--- config.mk ---
export PLATFORM = sky130hd
export DESIGN_NAME = clk_div_multi_flat
export DESIGN_NICKNAME = d
export VERILOG_FILES = /design/src/rtl/clk_div_multi_if.sv /design/src/rtl/clk_div_multi.sv /design/src/flat_wrapper.sv
export SDC_FILE = /design/constraint.sdc
export NUM_CORES = 1
export LEC_CHECK = 0
export ABC_AREA = 1
export CORE_MARGIN = 5
export CORE_UTILIZATION = 45
export DETAILED_ROUTE_END_ITERATION = 7
export PLACE_DENSITY_LB_ADDON = 0.1
export SLEW_MARGIN = 25
export SYNTH_ARGS = -nofsm -noshare
export SYNTH_HDL_FRONTEND = slang
export SYNTH_SLANG_ARGS = --single-unit
export TNS_END_PERCENT = 50
--- constraint.sdc ---
create_clock -name i_clk -period 2.9 [get_ports i_clk]
set_input_delay 0.725 -clock i_clk [delete_from_list [all_inputs] [get_ports i_clk]]
set_output_delay 0.725 -clock i_clk [all_outputs]
set_load 0.05 [all_outputs]
--- src/rtl/clk_div_multi_if.sv ---
// clk_div_multi_if: per-channel enables and ratios in, divided clocks, ticks and pending flags out.
interface clk_div_multi_if #(
  parameter int NCH = 3,
  parameter int CW  = 8
);
  logic [NCH-1:0]    i_en;
  logic [NCH*CW-1:0] i_div;
  logic              i_load;
  logic              i_sync;
  logic [NCH-1:0]    o_clk_out;
  logic [NCH-1:0]    o_tick;
  logic [NCH-1:0]    o_pend;
  modport master (output i_en, i_div, i_load, i_sync, input o_clk_out, o_tick, o_pend);
  modport slave  (input i_en, i_div, i_load, i_sync, output o_clk_out, o_tick, o_pend);
endinterface

--- src/rtl/clk_div_multi.sv ---
// clk_div_multi: NCH independent programmable dividers with shadowed ratio reload and phase-align restart.
module clk_div_multi #(
  parameter int NCH     = 3,
  parameter int CW      = 8,
  parameter int DEF_DIV = 10
) (
  input logic             i_clk,
  input logic             i_rst_n,
  clk_div_multi_if.slave  bus
);
  logic [CW-1:0]  r_cnt [NCH];
  logic [CW-1:0]  r_r   [NCH];
  logic [CW-1:0]  r_s   [NCH];
  logic [NCH-1:0] r_pend, r_clk, r_tick;
  logic [CW:0]    w_h   [NCH];
  logic [CW:0]    w_nxt [NCH];
  logic [CW-1:0]  w_div [NCH];
  logic [NCH-1:0] w_restart;
  always_comb begin
    for (int i = 0; i < NCH; i++) begin
      w_h[i]       = ({1'b0, r_r[i]} + (CW+1)'(1)) >> 1;
      w_nxt[i]     = {1'b0, r_cnt[i]} + (CW+1)'(1);
      w_div[i]     = bus.i_div[i*CW +: CW] < CW'(2) ? CW'(2) : bus.i_div[i*CW +: CW];
      w_restart[i] = bus.i_sync | (bus.i_en[i] & (r_cnt[i] == r_r[i] - CW'(1)));
    end
  end
  // Ratio swap happens only on a restart, so every period is timed by one R.
  always_ff @(posedge i_clk or negedge i_rst_n) begin
    if (!i_rst_n) begin
      for (int i = 0; i < NCH; i++) begin
        r_cnt[i] <= CW'(DEF_DIV - 1);
        r_r[i]   <= CW'(DEF_DIV);
        r_s[i]   <= CW'(DEF_DIV);
      end
      r_pend <= '0;
      r_clk  <= '0;
      r_tick <= '0;
    end else begin
      for (int i = 0; i < NCH; i++) begin
        if (w_restart[i]) begin
          r_cnt[i]  <= '0;
          r_clk[i]  <= 1'b1;
          r_tick[i] <= 1'b1;
          if (r_pend[i]) r_r[i] <= r_s[i];
        end else begin
          if (bus.i_en[i]) begin
            r_cnt[i] <= w_nxt[i][CW-1:0];
            r_clk[i] <= w_nxt[i] < w_h[i];
          end
          r_tick[i] <= 1'b0;
        end
        if (bus.i_load) begin
          r_s[i]    <= w_div[i];
          r_pend[i] <= 1'b1;
        end else if (w_restart[i]) begin
          r_pend[i] <= 1'b0;
        end
      end
    end
  end
  assign bus.o_clk_out = r_clk;
  assign bus.o_tick    = r_tick;
  assign bus.o_pend    = r_pend;
endmodule
--- src/flat_wrapper.sv ---
// flat-port wrapper written by rule: the top's interface ports become plain ports
module clk_div_multi_flat 
#(
  parameter int NCH     = 3,
  parameter int CW      = 8,
  parameter int DEF_DIV = 10
)
  (i_clk, i_rst_n, bus_i_en, bus_i_div, bus_i_load, bus_i_sync, bus_o_clk_out, bus_o_tick, bus_o_pend);
  clk_div_multi_if #(.NCH(NCH), .CW(CW)) bus_i ();
  input logic i_clk;
  input logic i_rst_n;
  input wire logic [$bits(bus_i.i_en)-1:0] bus_i_en;
  input wire logic [$bits(bus_i.i_div)-1:0] bus_i_div;
  input wire logic [$bits(bus_i.i_load)-1:0] bus_i_load;
  input wire logic [$bits(bus_i.i_sync)-1:0] bus_i_sync;
  output wire logic [$bits(bus_i.o_clk_out)-1:0] bus_o_clk_out;
  output wire logic [$bits(bus_i.o_tick)-1:0] bus_o_tick;
  output wire logic [$bits(bus_i.o_pend)-1:0] bus_o_pend;
  assign bus_i.i_en = bus_i_en;
  assign bus_i.i_div = bus_i_div;
  assign bus_i.i_load = bus_i_load;
  assign bus_i.i_sync = bus_i_sync;
  assign bus_o_clk_out = bus_i.o_clk_out;
  assign bus_o_tick = bus_i.o_tick;
  assign bus_o_pend = bus_i.o_pend;
  clk_div_multi #(.NCH(NCH), .CW(CW), .DEF_DIV(DEF_DIV)) u_core (.i_clk(i_clk), .i_rst_n(i_rst_n), .bus(bus_i));
endmodule
After elaboration in Yosys (flattened, before gate mapping):

Index checks and enable logic that the tools add are counted.

* flip-flop bits (word level): 81
* output and inout bits: 9
* logic and storage cells: 73

* $add $sub $neg: 9
* $lt $le $gt $ge: 6
* equal/unequal tests: 3
* mux-type cells: 24
* bitwise gates (word level): 6
* reductions and logical operators: 9

Operator list (count)
* 2-to-1 mux 8 bit: 9
* adder 8 x 1 -> 9 bit, second input constant: 6
* less-than comparator 9 x 8 -> 1 bit: 3
* equality test 8 bit: 3
* less-than comparator 8 x 2 -> 1 bit, second input constant: 3
* subtractor 8 x 1 -> 8 bit, second input constant: 3
* 2-to-1 mux 1 bit: 15
* nonzero test 2 bit: 6
* AND reduction 2 bit: 3
* AND 1 bit: 3
* OR 1 bit: 3

Longest topological paths before layout:

* word-level depth: 6
* gate-level depth with buffers: 17
* depth with buffers taken out: 16

Worst setup path before layout:

OpenSTA, ideal clock, no wires.

* path kind: flip-flop to flip-flop
* from: register u_core.r_r[17] (netlist bit)
* to: register u_core.r_clk[0], in the netlist u_core.bus.o_clk_out[0]
* arrival time: 2061 ps
* path slack: 774 ps
* stages on the path, launching flop included: 17
* buffers on the path: 0
* period minus slack after synthesis: 2126 ps
* path through: dfstp_2 inv_1 nor3_1 nand3_1 xor2_1 ha_1 nand2_1 inv_1 a21oi_1 nand3_1 nand2_1 nand2_1 nand2_1 nand2_1 nand2_1 nand2_1 nand2_1

* longest elaborated chain between the ends: 5

Ends and longest elaborated chain
* start, declared: RTL line clk_div_multi.sv:12 `logic [CW-1:0] r_r [NCH];`
* start signal, assigned by index: RTL line clk_div_multi.sv:32 `r_r[i] <= CW'(DEF_DIV);`
* start signal, assigned by index: RTL line clk_div_multi.sv:44 `if (r_pend[i]) r_r[i] <= r_s[i];`
* parallel branches: the longest is 5 deep, another holds adder 8 x 1 -> 9 bit
* end signal, assigned by index: RTL line clk_div_multi.sv:48 `r_clk[i] <= w_nxt[i] < w_h[i];`
* end, declared: RTL line clk_div_multi.sv:14 `logic [NCH-1:0] r_pend, r_clk, r_tick;`

Parallel ways; which one is timed is not known. The select of a mux whose other input is x is not followed.
A chain may end at the register's enable or synchronous reset.

Final worst setup path:

* from: register u_core.r_pend[2], in the netlist u_core.bus.o_pend[2]
* to: output bus_o_pend[2]

RTL lines
* start, declared: RTL line clk_div_multi.sv:14
* start signal, assigned: RTL line clk_div_multi.sv:35 `r_pend <= '0;`
* start signal, assigned by index: RTL line clk_div_multi.sv:54 `r_pend[i] <= 1'b1;`
* start signal, assigned by index: RTL line clk_div_multi.sv:56 `r_pend[i] <= 1'b0;`
* end, declared: RTL line flat_wrapper.sv:18 `output wire logic [$bits(bus_i.o_pend)-1:0] bus_o_pend;`

No word-level cell between the ends.

==> results.md <==
Drt:
- After detailed routing, the number of remaining DRC violations is 0.
- Before antenna repair, the detailed router went through 4 iterations.
- The post-detailed-route wirelength per cell is between 10 and 15 um.
- In the routed layout, each cell is associated on average with a via count of between 4 and 5.
- The DRC marker count from the first detailed-route iteration is between 150 and 200.
- The overall routed net length is about 12000 um.
- The routed layout has 4498 vias.
- The count of nets left with antenna violations once routing finished came out at 0.

GRT:
- The via count of the first global-routing pass is 4317.
- The global-route wire length before repair is roughly 20000 um.
- After global routing the overflow that remains totals 0.
- Entering global routing, the biggest net connects 46 pins.
- The all-layer global routing usage is 0.173.
- The initial antenna violation count is 0.

Final layout:
- Of the cells placed in the final design, the portion with a size suffix greater than 1 is 0.0871.
- For this run, the number of standard cells in the final layout without fillers is 916.
- The final layout contains around 830 nets.
- Relative to the synthesized area, the layout overhead comes to 13.4%.
- The number of antenna diodes in the final layout is 0.

Synth:
- Summing every instance area after synthesis gives about 0.0054 sq mm.
- The average cell area after synthesis is between 7 and 8 sq um.
- The number of library cell types mapped by synthesis is 34.
- The most used flip-flop cell after synthesis is sky130_fd_sc_hd__dfrtp_1.
- The area share of the largest cell type after synthesis is 0.291.
- The share of the Yosys chip area taken by registers is 0.378.
- The Yosys step of the flow raised 0 warnings.
- Summed over all instances, the cell type with the most area after synthesis is sky130_fd_sc_hd__dfrtp_1.
- After synthesis, the most frequently instantiated cells are sky130_fd_sc_hd__nand2_1 (248), sky130_fd_sc_hd__inv_1 (70), sky130_fd_sc_hd__nor2_1 (66).
- Synthesis produced a netlist whose cell count is approximately 740.
- Counting flops with an async set or reset pin after synthesis yields a share of 1.00.
- The leading cell type by number of instances after synthesis is sky130_fd_sc_hd__nand2_1.
- After synthesis, the cell types taking the most area are sky130_fd_sc_hd__dfrtp_1 (29%), sky130_fd_sc_hd__nand2_1 (17%), sky130_fd_sc_hd__dfstp_2 (8.7%).
- The synthesized design contains 0 enable-type register cells.
- The number of synthesized register bits is between 80 and 90.
- The number of nets handed over by synthesis was roughly 800.

Clock tree:
- Clock tree synthesis inserted a total of 9 buffers.
- The count of hold buffers inserted by post-cts repair is 0.
- The maximum clock path buffer count is 2.
- The clock tree root driver cell is sky130_fd_sc_hd__clkbuf_16.
- The number of gates given a new drive strength after cts is 0.
- The clock tree from TritonCTS is done.
- The number of clock sinks is 81.
- The clock latency on the worst-skew pair is about 0.35 ns.
- The maximum level of the CTS H-tree is 3.
- Post-CTS timing repair inserted 0 buffers for setup.
- Clock-pin slew was measured on the worst setup and hold paths at approximately 0.06 ns.

Floorplan:
- The die is 120 um tall.
- The floorplan step defined a core boundary enclosing ~0.012 sq mm.
- For this configuration, the core starts out at a cell density of 0.455.
- In this run the horizontal extent of the chip is around 120 um.
- The floorplan has 40 rows.
- The number of I/O pins is 40.
- The floorplan die area is approximately 0.014 sq mm.

STA:
- The total count of max-transition violations in the final report was 0.
- The period utilization is 0.889.
- The upper clock frequency limit is just under 0.4 GHz.
- Clock skew on the completed layout was measured at 0.00640 ns.
- Setup violations remaining at the end of the flow were counted as 0.
- In the final timing run, aggregate negative setup slack is 0 ns.
- Setup repair after global routing left no endpoint under its margin.
- The relative max-transition margin is 0.599.
- For the pin with the worst max-slew slack, the measured transition is ~0.60 ns.
- The count of final hold-check violations is 0.
- The worst path in the final design needs a cycle of roughly 2.6 ns, including I/O delays and setup.

Setup path:
- The worst setup path is captured at an output port.
- STA puts the critical path data arrival time at ~1.9 ns.
- The critical path required time is roughly 2.2 ns.
- The delay contributed by the slowest stage of the critical path is between 0.8 and 0.9 ns.
- STA classifies the critical path startpoint as a register.
- The critical path goes through clkdlybuf4s50_1.
- The top cell family by delay on the critical path is buffers and inverters.
- The worst-path maximum fanout is 11.
- The setup path with the least slack is of type register to output port.
- Together, buffers and inverters on the worst path number 1.
- For this design, the slowest cell found on the critical path is sky130_fd_sc_hd__clkdlybuf4s50_1.

Placed design:
- The number of port buffers is 39.
- The instance count after placement with tap cells included is 900.
- The final weighted congestion in routability-driven placement is ~0.86.
- Summed over all nets, the half-perimeter wirelength after detailed placement is 8760 um.

Status:
- The run finished with clean final reports.

Power and ir drop:
- The worst-case vdd ir drop is 0.283 mV.
- The cell leakage power is about 3.1 nW.
- The power per cell area is about 570 mW/mm^2.

Flow run:
- Max-cap violations in this run came to 0.

Hold path:
- The type of the tightest min-delay check is primary input to asynchronous set/reset pin.
final timing paths:
kind | start | endpoint | slack, ns | cells past startpoint
worst min-delay path | i_rst_n | u_core.r_cnt[9] | 0.39 | 1
max in group asynchronous | i_rst_n | u_core.r_cnt[19] | 1.84 | 2
worst max register to register | u_core.r_r[9] | u_core.bus.o_clk_out[1] | 0.47 | 16
worst max-delay path | u_core.bus.o_pend[2] | bus_o_pend[2] | 0.32 | 1
worst min register to register | u_core.r_s[3] | u_core.r_s[3] | 0.47 | 2
min in group i_clk | u_core.r_s[3] | u_core.r_s[3] | 0.47 | 2
logic make-up after synthesis:
logic type,Yosys count,synth area share
compound gates,44,0.0418
xor+xnor,50,0.0807
fa+ha+maj,30,0.0692
buf+inv,106,0.0907
flops,81,0.378
simple gates,426,0.340
report_power, final:
part | switching, mW | internal, mW
combinational | 0.510 | 0.362
clock | 0.499 | 0.681
sequential | 0.177 | 1.26
layout make-up:
cell class / instances / area, sq um
Sequential cell: 81 / 2050
Clock inverter: 6 / 73.8
Multi-Input combinational cell: 550 / 2880
Tap cell: 147 / 184
Fill cell: 1171 / 5760
Timing Repair Buffer: 45 / 445
Clock buffer: 10 / 229
Inverter: 77 / 289
flip-flops by register name, summed over array words and instances, names as in the netlist:
signal / flops
u_core.bus.o_clk_out: 3
u_core.r_s: 24
u_core.r_cnt: 24
u_core.bus.o_tick: 3
u_core.r_r: 24
u_core.bus.o_pend: 3
routing by layer:
metal,vias to the layer above,GRT usage,part of all wire
li1,2373,-,-
met1,2061,0.231,0.50
met2,50,0.278,0.46
met3,14,0.0396,0.029
met4,0,0.0580,0.014
met5,-,0,0
layout by cell type (no fill, tap or decap), drive strengths merged:
cell | synthesis | final
a21oi | 9 | 9
a31o | 1 | 1
buf | 16 | 7
bufinv | 0 | 1
clkbuf | 13 | 10
clkdlybuf4s50 | 0 | 38
clkinv | 1 | 2
dfrtp | 63 | 63
dfstp | 18 | 18
ha | 30 | 30
inv | 76 | 80
nand2 | 255 | 255
nand3 | 68 | 68
nand3b | 4 | 4
nand4 | 9 | 9
nor2 | 73 | 73
nor3 | 13 | 13
nor4 | 4 | 4
o211ai | 1 | 1
o21ai | 33 | 33
xnor2 | 12 | 12
xor2 | 38 | 38
stage by stage:
stage / cell area, sq um / setup slack [ns] / hold slack, ns / util / power, mW
after floorplan: 5420 / 0.774 / 0.429 / - / 2.11
after global placement: 5850 / 0.501 / 0.460 / 0.491 / 2.31
after detailed placement: 5850 / 0.459 / 0.459 / 0.491 / 2.34
after CTS: 6150 / 0.307 / 0.401 / 0.517 / 3.55
after global routing: 6150 / 0.241 / 0.429 / 0.517 / 3.76
final: 6150 / 0.323 / 0.388 / 0.517 / 3.49
Power figures use the tool's default switching activity.
